[config.mk]
export PLATFORM = sky130hd
export DESIGN_NAME = ad1939_adc_rx
export DESIGN_NICKNAME = d
export VERILOG_FILES = /design/src/rtl/ad1939_adc_rx.sv
export SDC_FILE = /design/constraint.sdc
export NUM_CORES = 1
export LEC_CHECK = 0
export CELL_PAD_IN_SITES_DETAIL_PLACEMENT = 1
export CELL_PAD_IN_SITES_GLOBAL_PLACEMENT = 1
export CORE_MARGIN = 2
export CORE_UTILIZATION = 41
export DETAILED_ROUTE_END_ITERATION = 8
export HOLD_SLACK_MARGIN = 0.05
export PLACE_DENSITY = 0.83
export SYNTH_ARGS = -nofsm -noshare
export SYNTH_HDL_FRONTEND = slang
export SYNTH_SLANG_ARGS = --single-unit
[constraint.sdc]
create_clock -name clk -period 1.58 [get_ports clk]
set_input_delay 0.395 -clock clk [delete_from_list [all_inputs] [get_ports clk]]
set_output_delay 0.395 -clock clk [all_outputs]
set_load 0.02 [all_outputs]
[src/rtl/ad1939_adc_rx.sv]
`default_nettype none
// ============================================================================
// Module      : ad1939_adc_rx
// Description : AD1939 ADC-path I2S receiver. Oversamples ABCLK, ALRCLK and
//               ASDATA in the system clock domain. Deserialises 2-channel I2S
//               frames. Presents each sample as an Avalon-ST beat with a
//               channel tag, and raises sticky overrun / framing flags.
// Ports       :
//   clk               system clock, at least 4x ABCLK
//   reset_n           asynchronous active-low reset
//   ad1939_abclk      codec bit clock (asynchronous to clk)
//   ad1939_alrclk     codec frame clock, 0 = left, 1 = right
//   ad1939_asdata     codec ADC serial data, MSB first
//   avalon_st_data    sample, two's complement
//   avalon_st_channel 0 = left, 1 = right
//   avalon_st_valid   sample valid
//   avalon_st_ready   downstream accept
//   overrun           sticky: a sample was dropped
//   framing_error     sticky: a slot had the wrong length
//   err_clr           synchronous clear of both sticky flags
// Revision    : 1.0 - initial release
// ============================================================================
module ad1939_adc_rx #(
    parameter int DATA_WIDTH  = 24,
    parameter int SLOT_BITS   = 32,
    parameter int SYNC_STAGES = 2     // must be 2 or more
) (
    input  logic                  clk,
    input  logic                  reset_n,
    input  logic                  ad1939_abclk,
    input  logic                  ad1939_alrclk,
    input  logic                  ad1939_asdata,
    output logic [DATA_WIDTH-1:0] avalon_st_data,
    output logic                  avalon_st_channel,
    output logic                  avalon_st_valid,
    input  logic                  avalon_st_ready,
    output logic                  overrun,
    output logic                  framing_error,
    input  logic                  err_clr
);

    // Bit counter is 6 bits wide and saturates, so a stuck LRCLK can never
    // wrap it back round to a value that looks like a legal slot length.
    localparam logic [5:0] c_CNT_MAX  = 6'd63;
    localparam logic [5:0] c_SLOT_LEN = 6'(SLOT_BITS);
    localparam logic [5:0] c_LSB_IDX  = 6'(DATA_WIDTH);

    typedef enum logic [1:0] {
        ST_HUNT  = 2'd0,
        ST_SHIFT = 2'd1,
        ST_PAD   = 2'd2
    } state_t;

    // ------------------------------------------------------------------------
    // Input synchronisers: identical depth on all three codec pins so that
    // data, frame and bit clock keep their pin-level phase relationship.
    // ------------------------------------------------------------------------
    logic [SYNC_STAGES-1:0] r_bclk_sync;
    logic [SYNC_STAGES-1:0] r_lrclk_sync;
    logic [SYNC_STAGES-1:0] r_data_sync;

    always_ff @(posedge clk or negedge reset_n) begin
        if (!reset_n) begin
            r_bclk_sync  <= '0;
            r_lrclk_sync <= '0;
            r_data_sync  <= '0;
        end else begin
            r_bclk_sync  <= {r_bclk_sync[SYNC_STAGES-2:0],  ad1939_abclk};
            r_lrclk_sync <= {r_lrclk_sync[SYNC_STAGES-2:0], ad1939_alrclk};
            r_data_sync  <= {r_data_sync[SYNC_STAGES-2:0],  ad1939_asdata};
        end
    end

    logic w_bclk;
    logic w_lrclk;
    logic w_data;

    assign w_bclk  = r_bclk_sync[SYNC_STAGES-1];
    assign w_lrclk = r_lrclk_sync[SYNC_STAGES-1];
    assign w_data  = r_data_sync[SYNC_STAGES-1];

    // ------------------------------------------------------------------------
    // Bit-clock edge and frame-edge detection
    // ------------------------------------------------------------------------
    logic r_bclk_d;
    logic r_lr_prev;   // ALRCLK as seen at the previous bclk rise
    logic r_lr_seen;   // r_lr_prev holds a real sample (not the reset value)
    logic w_bclk_rise;
    logic w_lr_edge;

    assign w_bclk_rise = w_bclk & ~r_bclk_d;
    // Without r_lr_seen, coming out of reset in a right slot would compare
    // against the reset value 0 and fake a frame edge mid-word.
    assign w_lr_edge   = w_bclk_rise & r_lr_seen & (w_lrclk != r_lr_prev);

    always_ff @(posedge clk or negedge reset_n) begin
        if (!reset_n) begin
            r_bclk_d  <= 1'b0;
            r_lr_prev <= 1'b0;
            r_lr_seen <= 1'b0;
        end else begin
            r_bclk_d <= w_bclk;
            if (w_bclk_rise) begin
                r_lr_prev <= w_lrclk;
                r_lr_seen <= 1'b1;
            end
        end
    end

    // ------------------------------------------------------------------------
    // Deserialiser FSM
    // ------------------------------------------------------------------------
    state_t                r_state;
    logic [5:0]            r_bit_cnt;
    logic                  r_ch;
    logic [DATA_WIDTH-1:0] r_shift;

    state_t                w_next_state;
    logic [5:0]            w_next_cnt;
    logic                  w_next_ch;
    logic [DATA_WIDTH-1:0] w_next_shift;
    logic [5:0]            w_cnt_inc;
    logic                  w_emit;
    logic                  w_frame_bad;

    assign w_cnt_inc = (r_bit_cnt == c_CNT_MAX) ? c_CNT_MAX : r_bit_cnt + 6'd1;

    always_ff @(posedge clk or negedge reset_n) begin
        if (!reset_n) begin
            r_state   <= ST_HUNT;
            r_bit_cnt <= '0;
            r_ch      <= 1'b0;
            r_shift   <= '0;
        end else begin
            r_state   <= w_next_state;
            r_bit_cnt <= w_next_cnt;
            r_ch      <= w_next_ch;
            r_shift   <= w_next_shift;
        end
    end

    always_comb begin
        w_next_state = r_state;
        w_next_cnt   = r_bit_cnt;
        w_next_ch    = r_ch;
        w_next_shift = r_shift;
        w_emit       = 1'b0;
        w_frame_bad  = 1'b0;

        if (w_bclk_rise) begin
            if (w_lr_edge) begin
                // A frame edge restarts the slot from any state. The bit
                // sampled on the edge itself is the I2S one-bit delay slot
                // and is not shifted. A short word still in ST_SHIFT is
                // simply abandoned here.
                if ((r_state != ST_HUNT) && (r_bit_cnt != c_SLOT_LEN)) begin
                    w_frame_bad = 1'b1;
                end
                w_next_ch    = w_lrclk;
                w_next_cnt   = 6'd1;
                w_next_state = ST_SHIFT;
            end else begin
                case (r_state)
                    ST_HUNT: begin
                        w_next_state = ST_HUNT;
                    end
                    ST_SHIFT: begin
                        w_next_shift = {r_shift[DATA_WIDTH-2:0], w_data};
                        w_next_cnt   = w_cnt_inc;
                        if (r_bit_cnt == c_LSB_IDX) begin
                            w_emit       = 1'b1;
                            w_next_state = ST_PAD;
                        end
                    end
                    ST_PAD: begin
                        w_next_cnt = w_cnt_inc;
                    end
                    default: begin
                        w_next_state = ST_HUNT;
                    end
                endcase
            end
        end
    end

    // ------------------------------------------------------------------------
    // Output register and sticky error flags
    // ------------------------------------------------------------------------
    // The emit is registered once so that r_shift and r_ch have settled to
    // the completed word before the output register samples them. The next
    // bclk rise is at least 4 clk cycles away, so they are stable here.
    logic                  r_emit;
    logic [DATA_WIDTH-1:0] r_data;
    logic                  r_out_ch;
    logic                  r_valid;
    logic                  r_overrun;
    logic                  r_framing;
    logic                  w_overrun_set;

    assign w_overrun_set = r_emit & r_valid & ~avalon_st_ready;

    always_ff @(posedge clk or negedge reset_n) begin
        if (!reset_n) begin
            r_emit    <= 1'b0;
            r_data    <= '0;
            r_out_ch  <= 1'b0;
            r_valid   <= 1'b0;
            r_overrun <= 1'b0;
            r_framing <= 1'b0;
        end else begin
            r_emit <= w_emit;

            if (r_emit) begin
                // A new word either replaces a beat being accepted this
                // cycle, fills an empty register, or is dropped.
                if (!w_overrun_set) begin
                    r_data   <= r_shift;
                    r_out_ch <= r_ch;
                    r_valid  <= 1'b1;
                end
            end else if (r_valid && avalon_st_ready) begin
                r_valid <= 1'b0;
            end

            // A set event in the same cycle as err_clr keeps the flag high.
            r_overrun <= w_overrun_set | (r_overrun & ~err_clr);
            r_framing <= w_frame_bad   | (r_framing & ~err_clr);
        end
    end

    assign avalon_st_data    = r_data;
    assign avalon_st_channel = r_out_ch;
    assign avalon_st_valid   = r_valid;
    assign overrun           = r_overrun;
    assign framing_error     = r_framing;

endmodule
`default_nettype wire
==> summary.txt <==
STA
  • Slew headroom: between 70% and 80%
  • Fmax: around 570 MHz
  • Hold Worst Slack: 0.349 ns
  • Final setup viols: 31
  • RSZ-0062 raised after global routing: true
  • Tcrit/Tclk final: 110%
  • Final slew viol count: 0
  • Final min period: 1.74 ns
  • Final WS setup: -0.164 ns
  • Worst-margin pin slew: 0.406 ns
  • Setup Skew: approximately 0.011 ns
  • Final Hold Violating Endpoints: 0

Clocking
  • TritonCTS clock tree: built
  • Root buffer cell: clkbuf_8
  • Clock slew at reported path FFs: 0.08 ns
  • Clk sinks: 71
  • Total CTS buffers: 9
  • CTS Buffer Depth: 2
  • Clk_lat worst skew: approximately 0.34 ns
  • # H-tree levels: 3

Synthesis
  • Synthesized netlist cell count: 192
  • Syn Nets: approximately 200
  • Synth top cells by count: dfrtp_1, mux2_2, mux2_4
  • Avg Cell Area, Syn: 15.2 µm²
  • Sequential share of the synthesized area: 60.9%
  • Synth cell types: 41
  • FF+latch count, synth: between 70 and 80
  • Number of flops mapped to enable cells by yosys: 0
  • Cell taking the most area after synthesis: dfrtp_1
  • Post-synth top flop: dfrtp_1
  • Area fraction of the dominant cell type after synthesis: 60.9%
  • Synth top area cells: dfrtp_1, mux2_2, mux2_4, ha_1, inv_1
  • Post-synth ARST share: 100%
  • Post-Synthesis Cell Area: ~2900 µm²
  • Count leader, synth: dfrtp_1
  • Syn. warnings: 0

Min path
  • WHS Path Cells: 0
  • Hold Path Sink: r_lrclk_sync[1]
  • Hold wc startpoint: r_lrclk_sync[0]
  • Hold WC Path Type: reg2reg

Power
  • Peak supply drop: 597 µV
  • Pwr per Cell Area: 1100 nW/µm²
  • Leakage power: 1.95 nW

Critical path
  • Slack of the worst reg-to-reg path: -0.16 ns
  • Cell breakdown of the critical path: inv_2 > buf_12 > ha_4 > nand3b_1 > or4_1 > a31o_2
  • Slowest cell on crit path: or4_1
  • Worst R2R Start: r_state[1]
  • WP data arrival: between 1.5 and 2 ns
  • Kind of end point of the critical path: register
  • Worst R2R End: r_bit_cnt[5]
  • Critical path type: reg2reg
  • R2R cell count: 6
  • Critical path fanouts, max: 4
  • WP data required: between 1.5 and 2 ns
  • Crit-path max cell delay: roughly 0.44 ns
  • CP Launch Type: register

Die
  • Initial Utilization: approximately 43%
  • Die Span X: 88.3 µm
  • Core Footprint: 6830 µm²
  • Die area: between 7000 and 8000 µm²
  • Num rows: 30
  • Die Y: roughly 88 µm
  • Ports: 35

Drt
  • WL per Instance: roughly 20 µm
  • Total Wirelength: between 7 and 8 mm
  • Drt via density: 5.18
  • Final ANT Viol Nets: 0
  • Vias: 1,848
  • DR pass1 iterations: 4
  • DRC violations left: 0
  • DR iter-0 viols: 93

Layout
  • Number of diodes: 0
  • Syn-to-layout area delta: 34.0%
  • Final #Nets: around 270
  • Layout cell share with drive strength beyond 1: 41.8%

Placement
  • GP Congestion: 0.846
  • DP Worst Slack: -0.179 ns
  • Dpl hpwl: 3.94 mm
  • I/O Buffers: 34

Global route
  • Gr ovfl total: 0
  • Largest net degree at the start of global routing: 43
  • First-pass GRT wire length: about 11 mm
  • Antenna violations before repair: 0
  • Total Routing Usage GR: between 10% and 20%
  • Vias in the first global route: 2,067

Run status
  • Failing checks: negative setup slack
  • Run status: complete, but fails checks

Job
  • Max_cap viols: 0
==> metal layers <==
| metal | vias to the layer above | share of wire [%] | GRT usage [%] |
|---|---|---|---|
| met4 | 0 | 1.8 | 7.99 |
| met1 | 969 | 41 | 24.6 |
| met2 | 48 | 55 | 33.6 |
| li1 | 821 | - | - |
| met5 | - | 0 | 0 |
| met3 | 10 | 2.6 | 4.76 |
==> flip-flops by register name, summed over array words and instances (netlist names), 2 cells and up <==
register,cells
r_data_sync,2
r_shift,24
r_bit_cnt,6
r_state,2
r_bclk_sync,2
avalon_st_data,24
r_lrclk_sync,2
==> where the power goes <==
group,switching (mW),total [mW],internal (mW)
Clock,0.691,1.62,0.927
Sequential,0.157,2.12,1.97
Combinational,0.246,0.568,0.323
Total,1.09,4.31,3.22
==> per-stage QoR <==
| step | TNS [ns] | std cells | cell area (µm²) | total power, mW | utilization [%] |
|---|---|---|---|---|---|
| 2_1_floorplan | -0.186 | 192 | 2930 | 2.40 | - |
| 3_3_place_gp | -5.02 | 331 | 3500 | 2.57 | 51.2 |
| 3_5_place_dp | -6.06 | 331 | 3500 | 2.60 | 51.2 |
| 4_1_cts | -0.740 | 355 | 3870 | 4.32 | 56.6 |
| 5_1_grt | -5.60 | 357 | 3910 | 4.49 | 57.2 |
| 6_report | -3.69 | 357 | 3910 | 4.31 | 57.2 |
==> worst max-delay path: cells and delay by family (launching register included) <==
family	cells	cell delay, ns
AND/OR/NAND/NOR	2	0.59
flip-flops	1	0.38
buffers and inverters	2	0.21
AO/OA/AOI/OAI	1	0.21
adder cells (fa/ha/maj)	1	0.26
==> worst max-delay path by stage <==
| stage | startpoint | end | slack [ns] | depth (start not counted) |
|---|---|---|---|---|
| after detailed placement | avalon_st_ready | avalon_st_data[6] | -0.18 | 5 |
| after CTS | r_state[1] | r_bit_cnt[5] | -0.11 | 6 |
| after global placement | avalon_st_ready | avalon_st_data[3] | -0.15 | 5 |
| final | r_state[1] | r_bit_cnt[5] | -0.16 | 6 |
| after floorplan | r_state[1] | r_shift[10] | -0.01 | 6 |
| after global routing | r_state[1] | r_bit_cnt[5] | -0.23 | 6 |
==> kinds of logic after synthesis <==
family                   Yosys count  synth area share (%)
buffers and inverters             14                  2.45
multiplexers                      50                  21.8
flip-flops                        71                  60.9
AO/OA/AOI/OAI                     21                  5.58
XOR/XNOR                           1                 0.558
adder cells (fa/ha/maj)            5                  2.15
AND/OR/NAND/NOR                   30                  6.57
==> cell type report <==
type / count / area [µm²]
multi-input cells: 107 / 1160
inverters: 9 / 33.8
fillers: 659 / 2920
well taps: 96 / 120
clock inverters: 5 / 82.6
flip-flops and latches: 71 / 1780
repair buffers: 59 / 597
clock buffers: 10 / 138
==> timing repair <==
item / in CTS / in global routing
hold buffers: 1 / 0
setup buffers: 6 / 3
resized for setup: 44 / 6
endpoints found under the hold margin: 14 / 0
endpoints found under the setup margin: 56 / 33
pin swaps: 0 / 5
gates cloned: 2 / 0
==> layout by cell type (no fill, tap or decap), drive strengths merged, types with 2 or more instances in the layout <==
cell type,count
ha,5
clkbuf,10
clkinv,3
nor4,2
a2111oi,2
nor4b,2
o21ai,3
nand3b,4
a31oi,2
nand2b,2
dfrtp,71
clkdlybuf4s50,5
nor2b,2
inv,9
buf,25
mux2,50
dlygate4sd2,28
nand2,4
bufinv,2
a21oi,4
nand3,5
(Power assumes the default switching activity.)
